===== src/rtl/adder_measure_sequencer.sv =====
// Sequences one adder-delay measurement: load operands, settle, count ring-oscillator edges for a window, drain, report.
// Latency: done rises SETTLE_CYCLES+cfg_window+5 cycles after start is sampled; no backpressure, start is ignored while busy.
module adder_measure_sequencer #(
  parameter int unsigned SETTLE_CYCLES = 4,
  parameter int unsigned COUNT_W       = 32
) (
  input  logic               wb_clk_i,
  input  logic               wb_rst_i,
  input  logic               active,
  input  logic               start,
  input  logic [31:0]        cfg_a,
  input  logic [31:0]        cfg_b,
  input  logic [31:0]        cfg_window,
  input  logic               chain_out,
  output logic [31:0]        a_input,
  output logic [31:0]        b_input,
  output logic               ring_en,
  output logic               busy,
  output logic               done,
  output logic [COUNT_W-1:0] count,
  output logic               overflow
);

  typedef enum logic [2:0] {
    IDLE   = 3'd0,
    LOAD   = 3'd1,
    SETTLE = 3'd2,
    RUN    = 3'd3,
    DRAIN  = 3'd4,
    DONE   = 3'd5
  } state_t;

  localparam logic [7:0]         SETTLE_LAST = 8'(SETTLE_CYCLES - 1);
  localparam logic [COUNT_W-1:0] CNT_ONE     = {{(COUNT_W-1){1'b0}}, 1'b1};

  state_t             state;
  logic               sync_q1;
  logic               sync_q2;
  logic               sync_old;
  logic               edge_seen;
  logic [7:0]         settle_cnt;
  logic [31:0]        win_cnt;
  logic [1:0]         drain_cnt;
  logic [COUNT_W-1:0] edge_cnt;
  logic [COUNT_W-1:0] edge_nxt;
  logic               ovf_flag;
  logic               ovf_nxt;

  assign edge_seen = sync_q2 & ~sync_old;

  // Next counter value is also what DONE captures, so the final DRAIN cycle's edge is not lost.
  always_comb begin
    edge_nxt = edge_cnt;
    ovf_nxt  = ovf_flag;
    if ((state == RUN || state == DRAIN) && edge_seen) begin
      if (&edge_cnt) ovf_nxt = 1'b1;
      else           edge_nxt = edge_cnt + CNT_ONE;
    end
  end

  always_ff @(posedge wb_clk_i) begin
    if (wb_rst_i) begin
      state      <= IDLE;
      sync_q1    <= 1'b0;
      sync_q2    <= 1'b0;
      sync_old   <= 1'b0;
      settle_cnt <= '0;
      win_cnt    <= '0;
      drain_cnt  <= '0;
      edge_cnt   <= '0;
      ovf_flag   <= 1'b0;
      a_input    <= '0;
      b_input    <= '0;
      ring_en    <= 1'b0;
      busy       <= 1'b0;
      done       <= 1'b0;
      count      <= '0;
      overflow   <= 1'b0;
    end else begin
      sync_q1  <= chain_out;
      sync_q2  <= sync_q1;
      sync_old <= sync_q2;
      edge_cnt <= edge_nxt;
      ovf_flag <= ovf_nxt;
      done     <= 1'b0;

      if (state != IDLE && !active) begin
        // Abort: results from the previous completed run stay visible.
        state   <= IDLE;
        ring_en <= 1'b0;
        busy    <= 1'b0;
      end else begin
        case (state)
          IDLE: begin
            if (start && active) begin
              state <= LOAD;
              busy  <= 1'b1;
            end
          end
          LOAD: begin
            a_input    <= cfg_a;
            b_input    <= cfg_b;
            win_cnt    <= cfg_window;
            settle_cnt <= SETTLE_LAST;
            edge_cnt   <= '0;
            ovf_flag   <= 1'b0;
            state      <= SETTLE;
          end
          SETTLE: begin
            if (settle_cnt == 8'd0) begin
              if (win_cnt == 32'd0) begin
                state     <= DRAIN;
                drain_cnt <= 2'd2;
              end else begin
                state   <= RUN;
                ring_en <= 1'b1;
              end
            end else begin
              settle_cnt <= settle_cnt - 8'd1;
            end
          end
          RUN: begin
            if (win_cnt == 32'd1) begin
              state     <= DRAIN;
              ring_en   <= 1'b0;
              drain_cnt <= 2'd2;
            end else begin
              win_cnt <= win_cnt - 32'd1;
            end
          end
          DRAIN: begin
            if (drain_cnt == 2'd0) begin
              state    <= DONE;
              done     <= 1'b1;
              count    <= edge_nxt;
              overflow <= ovf_nxt;
            end else begin
              drain_cnt <= drain_cnt - 2'd1;
            end
          end
          DONE: begin
            state <= IDLE;
            busy  <= 1'b0;
          end
          default: begin
            state   <= IDLE;
            ring_en <= 1'b0;
            busy    <= 1'b0;
          end
        endcase
      end
    end
  end

endmodule


===== config.mk =====
export PLATFORM = sky130hd
export DESIGN_NAME = adder_measure_sequencer
export DESIGN_NICKNAME = d
export VERILOG_FILES = /design/src/rtl/adder_measure_sequencer.sv
export SDC_FILE = /design/constraint.sdc
export NUM_CORES = 1
export LEC_CHECK = 0
export CAP_MARGIN = 10
export CORE_ASPECT_RATIO = 1.4
export CORE_UTILIZATION = 53
export DETAILED_ROUTE_END_ITERATION = 7
export PLACE_DENSITY = 0.82
export SYNTH_ARGS = -nofsm -noshare
export SYNTH_HDL_FRONTEND = slang
export SYNTH_SLANG_ARGS = --single-unit
export TNS_END_PERCENT = 20

===== constraint.sdc =====
create_clock -name wb_clk_i -period 4.55 [get_ports wb_clk_i]
set_clock_uncertainty 0.1 [all_clocks]
set_input_delay 0.91 -clock wb_clk_i [delete_from_list [all_inputs] [get_ports wb_clk_i]]
set_output_delay 0.91 -clock wb_clk_i [all_outputs]
set_load 0.01 [all_outputs]

==> results of run 1 <==
-- registers in the layout (all words and copies together) (netlist names) --
name        flops
settle_cnt      8
overflow        1
edge_cnt       32
ovf_flag        1
busy            1
count          32
a_input        32
win_cnt        32
b_input        32
sync_q1         1
sync_old        1
sync_q2         1
ring_en         1
done            1
state           3
drain_cnt       2
-- worst max-delay path, stage by stage, from the launching register on --
cell and delay (ns):
dfxtp_1 0.35, or4_1 0.64, or4_4 0.56, nor4_4 0.47, a31o_1 0.89, o31ai_1 0.19
a211oi_1 0.27
-- layer usage --
layer	global-route usage, %	wire length, µm	up-vias
met2	47.4	10200	224
met4	10.4	531	0
met5	0	0	-
met1	31.9	8470	3397
met3	5.96	1040	39
li1	-	-	3719
-- Yosys cell counts (3+ instances only) --
library cell  instances
a211oi_1             43
a21oi_1             104
a311oi_1              5
a31oi_1               9
and2_1                6
and3_1                8
buf_1                 6
buf_2                 3
clkbuf_1             58
dfxtp_1             181
ha_1                  7
inv_1                11
nand2_1             192
nand2b_1              7
nand3_1              26
nand4_1              17
nor2_1              121
nor2b_1               8
nor3_1               11
nor4_1                9
o21a_1                5
o21ai_0              25
o21ai_1              17
o31ai_1               8
o32ai_1               3
o41ai_1               3
or2_2                 4
or3_1                 5
or4_1                 8
xnor2_1               8
xor2_1               29
-- cell type report --
type / count / area [µm²]
Fill cell: 1103 / 3980
Multi-Input combinational cell: 721 / 3850
Sequential cell: 181 / 3620
Timing Repair Buffer: 210 / 2090
Clock buffer: 19 / 443
Tap cell: 189 / 236
Clock inverter: 12 / 120
Inverter: 11 / 41.3
-- worst min path at each step --
stage / startpoint / end / slack (ns) / cells after the start
final: b_input[20]$_SDFFE_PP0P_ / b_input[20]$_SDFFE_PP0P_ / 0.35 / 2
after global routing: b_input[6]$_SDFFE_PP0P_ / b_input[6]$_SDFFE_PP0P_ / 0.37 / 2
after CTS: a_input[17]$_SDFFE_PP0P_ / a_input[17]$_SDFFE_PP0P_ / 0.35 / 2
after detailed placement: sync_q1$_SDFF_PP0_ / sync_q2$_SDFF_PP0_ / 0.33 / 1
after global placement: sync_q1$_SDFF_PP0_ / sync_q2$_SDFF_PP0_ / 0.33 / 1
after floorplan: sync_q1$_SDFF_PP0_ / sync_q2$_SDFF_PP0_ / 0.31 / 1
-- report_power, final --
group          switching (mW)  internal (mW)
Combinational           0.192          0.172
Sequential             0.0221           1.61
Clock                   0.636          0.778
Total                   0.850           2.56
-- cells by family (layout without fill, tap and decap cells) --
family	count (synthesis)	count (layout)	share of synthesized area, %
multiplexers	1	1	0.128
adder cells (fa/ha/maj)	7	7	1.12
XOR/XNOR	37	37	4.16
AND/OR/NAND/NOR	434	434	24.8
buffers and inverters	81	252	4.19
AO/OA/AOI/OAI	242	242	19.1
flip-flops	181	181	46.5
-- placed cells by master, fill, tap and decap left out, drive strengths merged, types with 3 or more instances in the layout --
| cell type | instances |
|---|---|
| nand4 | 17 |
| or2 | 5 |
| nor2b | 8 |
| o31ai | 8 |
| nor2 | 121 |
| buf | 11 |
| a211oi | 43 |
| clkbuf | 19 |
| nand2 | 192 |
| and2 | 6 |
| inv | 17 |
| or3 | 5 |
| nand3 | 26 |
| nor3 | 11 |
| and3 | 8 |
| nor4 | 10 |
| xor2 | 29 |
| xnor2 | 8 |
| o21ai | 42 |
| clkdlybuf4s50 | 199 |
| a21oi | 104 |
| o41ai | 3 |
| nand2b | 7 |
| dfxtp | 181 |
| o32ai | 3 |
| clkinv | 4 |
| a311oi | 5 |
| a221oi | 4 |
| ha | 7 |
| a31oi | 10 |
| or4 | 9 |
| o21a | 5 |
==> results by group, run 1 <==
Critical path
  – Worst setup SP type: flop
  – Critical Path Source: win_cnt[8]$_SDFFE_PP0P_
  – Reg2reg start: win_cnt[8]$_SDFFE_PP0P_
  – Worst setup EP type: flop
  – Worst setup path endpoint: win_cnt[31]$_SDFFE_PP0P_
  – Crit Path Max Fanout: 27
  – Setup CP Type: reg -> reg
  – Reg2reg path depth: 6
  – Req. time, crit path: 4.78 ns
  – FF-to-FF setup slack: 0.99 ns
  – Reg-to-Reg End: win_cnt[31]$_SDFFE_PP0P_
  – Arr. time, crit path: 3.80 ns

Placed design
  – Post-DP Area: 0.00984 mm²
  – Dpl hpwl: 13700 µm
  – Dpl ws: 1.06 ns
  – PortBufs: 200
  – GP Congestion: 0.836
  – DP Cell Count: 1312

Final layout
  – Area added between synthesis and finish: 33.4%
  – NumNets Final: 1250
  – Final core utilization: 72.3%
  – Fin cells: 1343
  – Post-route cell area: 0.0104 mm²
  – Layout cell share with drive strength beyond 1: 4.68%
  – Antenna cells: 0

Die
  – Starting Density: 54.2%
  – Num ports: 201
  – Vert. Die Dim: 145 µm
  – Die Width: 104 µm
  – Core area: 0.0144 mm²
  – Row count: 52
  – Die footprint: 0.0152 mm²

Logic synthesis
  – Largest area contributor in the synthesized netlist: dfxtp_1
  – Synthesized flop and latch total: 181
  – Synth top area cells: dfxtp_1 (46%), nand2_1 (9.2%), a21oi_1 (6.7%)
  – Seq/Total Area, Yosys: 46.5%
  – Syn_area_per_cell: 7.93 µm²
  – Main synth FF type: dfxtp_1
  – Ys async rst share: 0%
  – Yosys cell types: 57
  – Area share of the largest cell type after synthesis: 46.5%
  – Netlist Area Pre-Place: 0.00779 mm²
  – YS warnings: 0
  – Syn_nets: 1091
  – Syn Inst Count: 983
  – Post-synth EDFFs: 0

STA
  – Setup WS post-layout: 0.987 ns
  – Final-report setup violation count: 0
  – RSZ-0062 raised after global routing: no
  – Worst hold slack: 0.353 ns
  – Worst Tran Pin Value: 1.11 ns
  – Final period utilization: 78.3%
  – Max_slew headroom: 25.8%
  – Final Slew Violations: 0
  – Post-route minimum period: 3.56 ns
  – Total negative setup slack: 0 ns
  – Hold Fails Final Rpt: 0
  – Fmax: 0.281 GHz

Run status
  – Status: complete, no violations

GRT
  – GR Overflow Total: 0
  – Pin count of the biggest net entering global routing: 74
  – Total GRT Usage: 27.0%
  – Initial antenna violation count: 0
  – Vias in the first global route: 6958
  – First-pass GRT wire length: 33500 µm

Clock network
  – Post-CTS Resized: 0
  – Clock-pin slew on the worst setup and hold paths: 0.07 ns
  – Worst skew pair latency: 0.43 ns
  – CTS H-Tree Depth: 4
  – CTS max path bufs: 2
  – CTS tree: built
  – Clk root buf: clkbuf_16
  – Clock tree sinks: 181
  – TritonCTS buffer count: 17
  – Post-CTS Setup Repair Bufs: 0
  – # hold bufs at CTS: 0

Route
  – Drt via density: 5.49
  – Number of DRC markers in iteration 0: 435
  – Via count: 7379
  – DRC violations left: 0
  – Post-DR wirelength/cell: 15.1 µm
  – Detail Route Antenna Nets: 0
  – Pre-Repair DR Iteration Count: 5
  – WL final: 20300 µm

Power and ir drop
  – Pwr Total: 3.41 mW
  – VDD IR max: 0.000303 V
  – Pwr Density: 328 mW/mm²
  – Leak Pwr: 3.56 nW

Flow run
  – Max-Cap Viols: 0

Worst hold path
  – Min-delay worst type: reg -> reg
(Power assumes the default switching activity.)
==> run 2: changes to the inputs <==
- CORE_UTILIZATION: 53 -> 44
- PLACE_DENSITY: 0.82 -> 0.72
- clock period: 4.55 -> 3.1 ns (I/O delays scaled with it)
==> run 2 against run 1 <==
  * First-iteration DRC count up 12%
  * Non-clock buffer count up 12
  * Clock power up 55%
  * Register-to-register slack worse by 0.81 ns
  * Sequential share of layout area down 0.70 points
  * Maximum frequency up 22%
  * Worst setup slack worse by 0.81 ns
  * Wire length up 3.5%
  * Hold slack about the same
  * Highest routed layer unchanged
==> results by group, run 2 (synthesis results as in run 1) <==
Clock network
  – Clock-pin slew on the worst setup and hold paths: 0.06 ns
  – # hold bufs at CTS: 0
  – TritonCTS buffer count: 17
  – Worst skew pair latency: 0.43 ns
  – Post-CTS Resized: 0
  – Clock tree sinks: 181
  – CTS H-Tree Depth: 4
  – Clk root buf: clkbuf_16
  – Post-CTS Setup Repair Bufs: 0
  – CTS max path bufs: 2
  – CTS tree: built

GRT
  – M3 GR Usage: 5.37%
  – Pin count of the biggest net entering global routing: 68
  – Vias in the first global route: 6936
  – M2 GR Usage: 39.9%
  – GR Overflow Total: 0
  – Met1 GRT Util: 27.7%
  – First-pass GRT wire length: 34000 µm
  – Total GRT Usage: 23.3%
  – GRT Max-Usage Layer: met2
  – Initial antenna violation count: 0

Worst hold path
  – Hold Path Depth: 2
  – Min-delay worst type: reg -> reg
  – Hold Path Sink: a_input[7]$_SDFFE_PP0P_
  – Hold Crit Start: a_input[7]$_SDFFE_PP0P_

Flow run
  – Max-Cap Viols: 0

Critical path
  – Worst setup SP type: flop
  – Arr. time, crit path: 3.16 ns
  – Reg-to-Reg End: win_cnt[1]$_SDFFE_PP0P_
  – Setup CP Type: reg -> reg
  – Req. time, crit path: 3.34 ns
  – Reg2reg path depth: 7
  – Reg2reg start: win_cnt[8]$_SDFFE_PP0P_
  – FF-to-FF setup slack: 0.18 ns
  – Worst setup EP type: flop
  – Crit Path Max Fanout: 11

Route
  – Pre-Repair DR Iteration Count: 5
  – Number of DRC markers in iteration 0: 486
  – DRC violations left: 0
  – Post-DR wirelength/cell: 14.9 µm
  – Drt via density: 5.21
  – Via count: 7308
  – WL final: 21000 µm
  – Detail Route Antenna Nets: 0

Final layout
  – Layout cell share with drive strength beyond 1: 5.91%
  – Most frequent cells in the layout: clkdlybuf4s50_1 (199), nand2_1 (190), dfxtp_1 (181), nor2_1 (121), a21oi_1 (104)
  – Antenna cells: 0
  – Final core utilization: 61.2%
  – Commonest non-fill, non-tap cell in the layout: clkdlybuf4s50_1
  – NumNets Final: 1262
  – Area added between synthesis and finish: 36.2%

Power and ir drop
  – Pwr Density: 485 mW/mm²
  – Leak Pwr: 3.64 nW
  – Pwr Total: 5.15 mW
  – VDD IR max: 0.000364 V

STA
  – Final Slew Violations: 0
  – Hold Fails Final Rpt: 0
  – Max_slew headroom: 46.5%
  – Worst Tran Pin Value: 0.796 ns
  – Final-report setup violation count: 0
  – Post-route minimum period: 2.92 ns
  – RSZ-0062 raised after global routing: yes
  – Worst hold slack: 0.353 ns
  – Final period utilization: 94.3%
  – Fmax: 0.342 GHz

Die
  – Starting Density: 45.0%
  – Num ports: 201
  – Core area: 0.0173 mm²
  – Die Width: 114 µm
  – Vert. Die Dim: 159 µm
  – Row count: 57
  – Die footprint: 0.0183 mm²

Placed design
  – Dpl hpwl: 14500 µm
  – PortBufs: 200
  – GP Congestion: 0.828

Run status
  – Status: complete, no violations
[run 2: cell types whose count changed in the layout (fill, tap and decap cells not counted), sizes merged]
| cell | delta |
|---|---|
| inv | -1 |
| clkinvlp | +1 |
| clkinv | -2 |
| buf | +12 |
| clkbuf | +2 |
| bufinv | +1 |
[run 2: stage by stage]
stage	setup WS (ns)	area [µm²]	setup TNS, ns	instances
6_report	0.177	10600	0	1403
5_1_grt	-0.0351	10600	-0.0351	1403
4_1_cts	0.0923	10600	0	1403
3_5_place_dp	0.129	10000	0	1371
3_3_place_gp	0.177	10000	0	1371
2_1_floorplan	0.364	7790	0	983
[run 2: worst max path at each step]
stage	startpoint	end	slack, ns	cells after the start
floorplan	win_cnt[8]$_SDFFE_PP0P_	win_cnt[14]$_SDFFE_PP0P_	0.36	8
global placement	win_cnt[8]$_SDFFE_PP0P_	win_cnt[1]$_SDFFE_PP0P_	0.18	7
detailed placement	win_cnt[8]$_SDFFE_PP0P_	win_cnt[1]$_SDFFE_PP0P_	0.13	7
CTS	win_cnt[8]$_SDFFE_PP0P_	win_cnt[1]$_SDFFE_PP0P_	0.09	7
global route	win_cnt[8]$_SDFFE_PP0P_	win_cnt[21]$_SDFFE_PP0P_	-0.04	6
finish	win_cnt[8]$_SDFFE_PP0P_	win_cnt[1]$_SDFFE_PP0P_	0.18	7
[run 2: layout make-up]
| class | count | area, µm² |
|---|---|---|
| fill | 1583 | 6720 |
| multi-input combinational | 721 | 3870 |
| sequential | 181 | 3620 |
| timing repair buffer | 222 | 2190 |
| clock buffer | 21 | 460 |
| tap | 236 | 295 |
| clock inverter | 11 | 138 |
| inverter | 11 | 41.3 |
[run 2: routing by layer]
layer / wire length (µm) / vias to the layer above
met5: 0 / -
met4: 595 / 0
met3: 1000 / 38
met2: 10300 / 191
met1: 9070 / 3339
li1: - / 3740
[run 2: where the power goes]
group	switching (mW)	internal, mW
registers	0.0325	2.37
logic	0.292	0.267
clock network	0.943	1.25
[run 2: worst max-delay path, cell delays in order (launching register included)]
cell and delay (ns):
dfxtp_1 0.35, or4_1 0.63, or4_4 0.57, nor4_4 0.34
a31o_2 0.35, buf_4 0.23, a211oi_1 0.06, a211oi_1 0.22
==> edit (settings of run 2) <==
Set the parameter `COUNT_W` to 24 (it was 32).
--- a/src/rtl/adder_measure_sequencer.sv
+++ b/src/rtl/adder_measure_sequencer.sv
@@ -2,7 +2,7 @@
 // Latency: done rises SETTLE_CYCLES+cfg_window+5 cycles after start is sampled; no backpressure, start is ignored while busy.
 module adder_measure_sequencer #(
   parameter int unsigned SETTLE_CYCLES = 4,
-  parameter int unsigned COUNT_W       = 32
+  parameter int unsigned COUNT_W       = 24
 ) (
   input  logic               wb_clk_i,
   input  logic               wb_rst_i,
Ports: changed (resized count); port bits go from 201 to 193. The function was not compared with the original's and may differ.
==> edit against run 2 <==
The flow now finishes with violations (DRC). Worst hold slack got worse by 0.014 ns. Routed wire length grew 6.5%. Synthesized area is 4.9% lower. Final area down 5.1%. Worst setup slack better by 0.18 ns. Sequential cell count fell by 16. Critical path depth down 1. Synthesized cell count down 7.1%. Total power decreased by 3.3%. Highest routed layer unchanged.
==> edit: results <==
group,metric,value,unit
power_and_ir_drop,p_sw_frac,0.246,
global_route,grt_pass1_vias,7023,
power_and_ir_drop,power_leakage,3.54,nW
synthesis,synth.distinct_cells,58,
final_layout,stdcell_count,1280,
floorplan,core_area,16300,µm²
global_route,grt_usage,0.256,
worst_hold_path,min_to,"sync_q2",
synthesis,synth_compound_area_frac,0.241,
route,dr.pass1.iters,7,
setup_path,r2r_end,"win_cnt[28]",
cts,post_cts_buffers,0,
worst_hold_path,hold_path_class,"reg -> reg",
synthesis,syn-num-nets,1021,
sta,fin_ws,0.353,ns
route,drcViolationCount,7,
worst_hold_path,min_from,"sync_q1",
global_route,grt_pass1_wl,35600,µm
setup_path,crit_fanout,24,
synthesis,synth_area_leaders,"dfxtp_1 (45%), nand2_1 (7.9%), a21oi_1 (7.7%)",
sta,finalHoldWorstSlack,0.339,ns
sta,tightest_slew,0.916,ns
synthesis,avgSynthCellArea,8.12,µm²
placement,placed_area,9470,µm²
power_and_ir_drop,ir_drop,0.000318,V
placement,io_buffers,192,
cts,cts_max_level,4,
final_layout,drive_gt1_frac,0.0546,
synthesis,synth_seq_area_share,0.446,
placement,gp_congestion,0.842,
cts,cts_resized,0,
outcome,outcome,"finished with violations",
outcome,violations,"DRC",
synthesis,yosys_warnings,0,
route,vias,7341,
synthesis,synth-xor-area-share,0.0272,
setup_path,reg2reg_from,"win_cnt[24]",
global_route,antenna_found_initial,0,
route,drt_iter0_markers,690,
setup_path,r2r_cells,6,
synthesis,synth_common_cells,"dfxtp_1 (165), nand2_1 (156), a21oi_1 (114)",
global_route,grt_max_degree,74,
final_layout,antenna_cells,0,
final_layout,fill_cells,1445,
cts,cts_max_path_buffers,2,
synthesis,muxShareOfSynthArea,0.00675,
setup_path,crit_arrival,2.95,ns
final_layout,nets,1178,
placement,pre_cts_slack,0.278,ns
placement,dp_hpwl,15100,µm
worst_hold_path,whs_path_depth,1,
cts,clk_latency,0.42,ns
route,drt_wl_total,22300,µm
synthesis,synth_fa_ha_area_frac,0.0118,
[edit: changes by cell type after synthesis, sizes merged, moves of 8 or more]
cell | before | now
nor2 | 121 | 71
o311ai | 0 | 24
a211oi | 43 | 13
clkbuf | 58 | 71
a31oi | 10 | 18
a21oi | 104 | 114
nor4 | 10 | 19
nand2 | 192 | 156
o31ai | 8 | 27
nand3 | 26 | 11
xor2 | 29 | 12
o21ai | 42 | 31
dfxtp | 181 | 165
[edit: power by group through the flow]
stage,clock network (mW),registers (mW),logic (mW)
after global routing,2.32,2.21,0.647
after floorplan,0,2.25,0.292
after CTS,2.23,2.20,0.591
final,2.19,2.20,0.597
after detailed placement,0,2.25,0.587
after global placement,0,2.25,0.585
[edit: final cells by class]
cell class	instances	area, µm²	area share
Tap cell	199	249	0.0247
Multi-Input combinational cell	658	3760	0.373
Sequential cell	165	3300	0.328
Clock inverter	10	146	0.0145
Timing Repair Buffer	214	2110	0.209
Inverter	14	52.6	0.00522
Clock buffer	20	457	0.0453
[edit: worst max path at each step]
stage                           start      endpoint  cells after the start
after detailed placement   win_cnt[0]   win_cnt[26]                      7
after global placement    win_cnt[24]   win_cnt[28]                      6
after CTS                  win_cnt[0]   win_cnt[26]                      7
after floorplan           win_cnt[24]   win_cnt[31]                      9
final                     win_cnt[24]   win_cnt[28]                      6
after global routing      win_cnt[24]  drain_cnt[1]                      5
[edit: layer usage]
| layer | GRT usage | share of wire |
|---|---|---|
| met1 | 0.301 | 0.41 |
| met2 | 0.443 | 0.51 |
| met3 | 0.0474 | 0.049 |
| met4 | 0.132 | 0.034 |
| met5 | 0 | 0 |
[edit: critical path: stages, from the launching register on]
cell,delay [ns]
dfxtp_1,0.35
or4_1,0.65
or4_1,0.60
nor4_4,0.29
buf_4,0.31
nor2_1,0.08
a32o_1,0.25
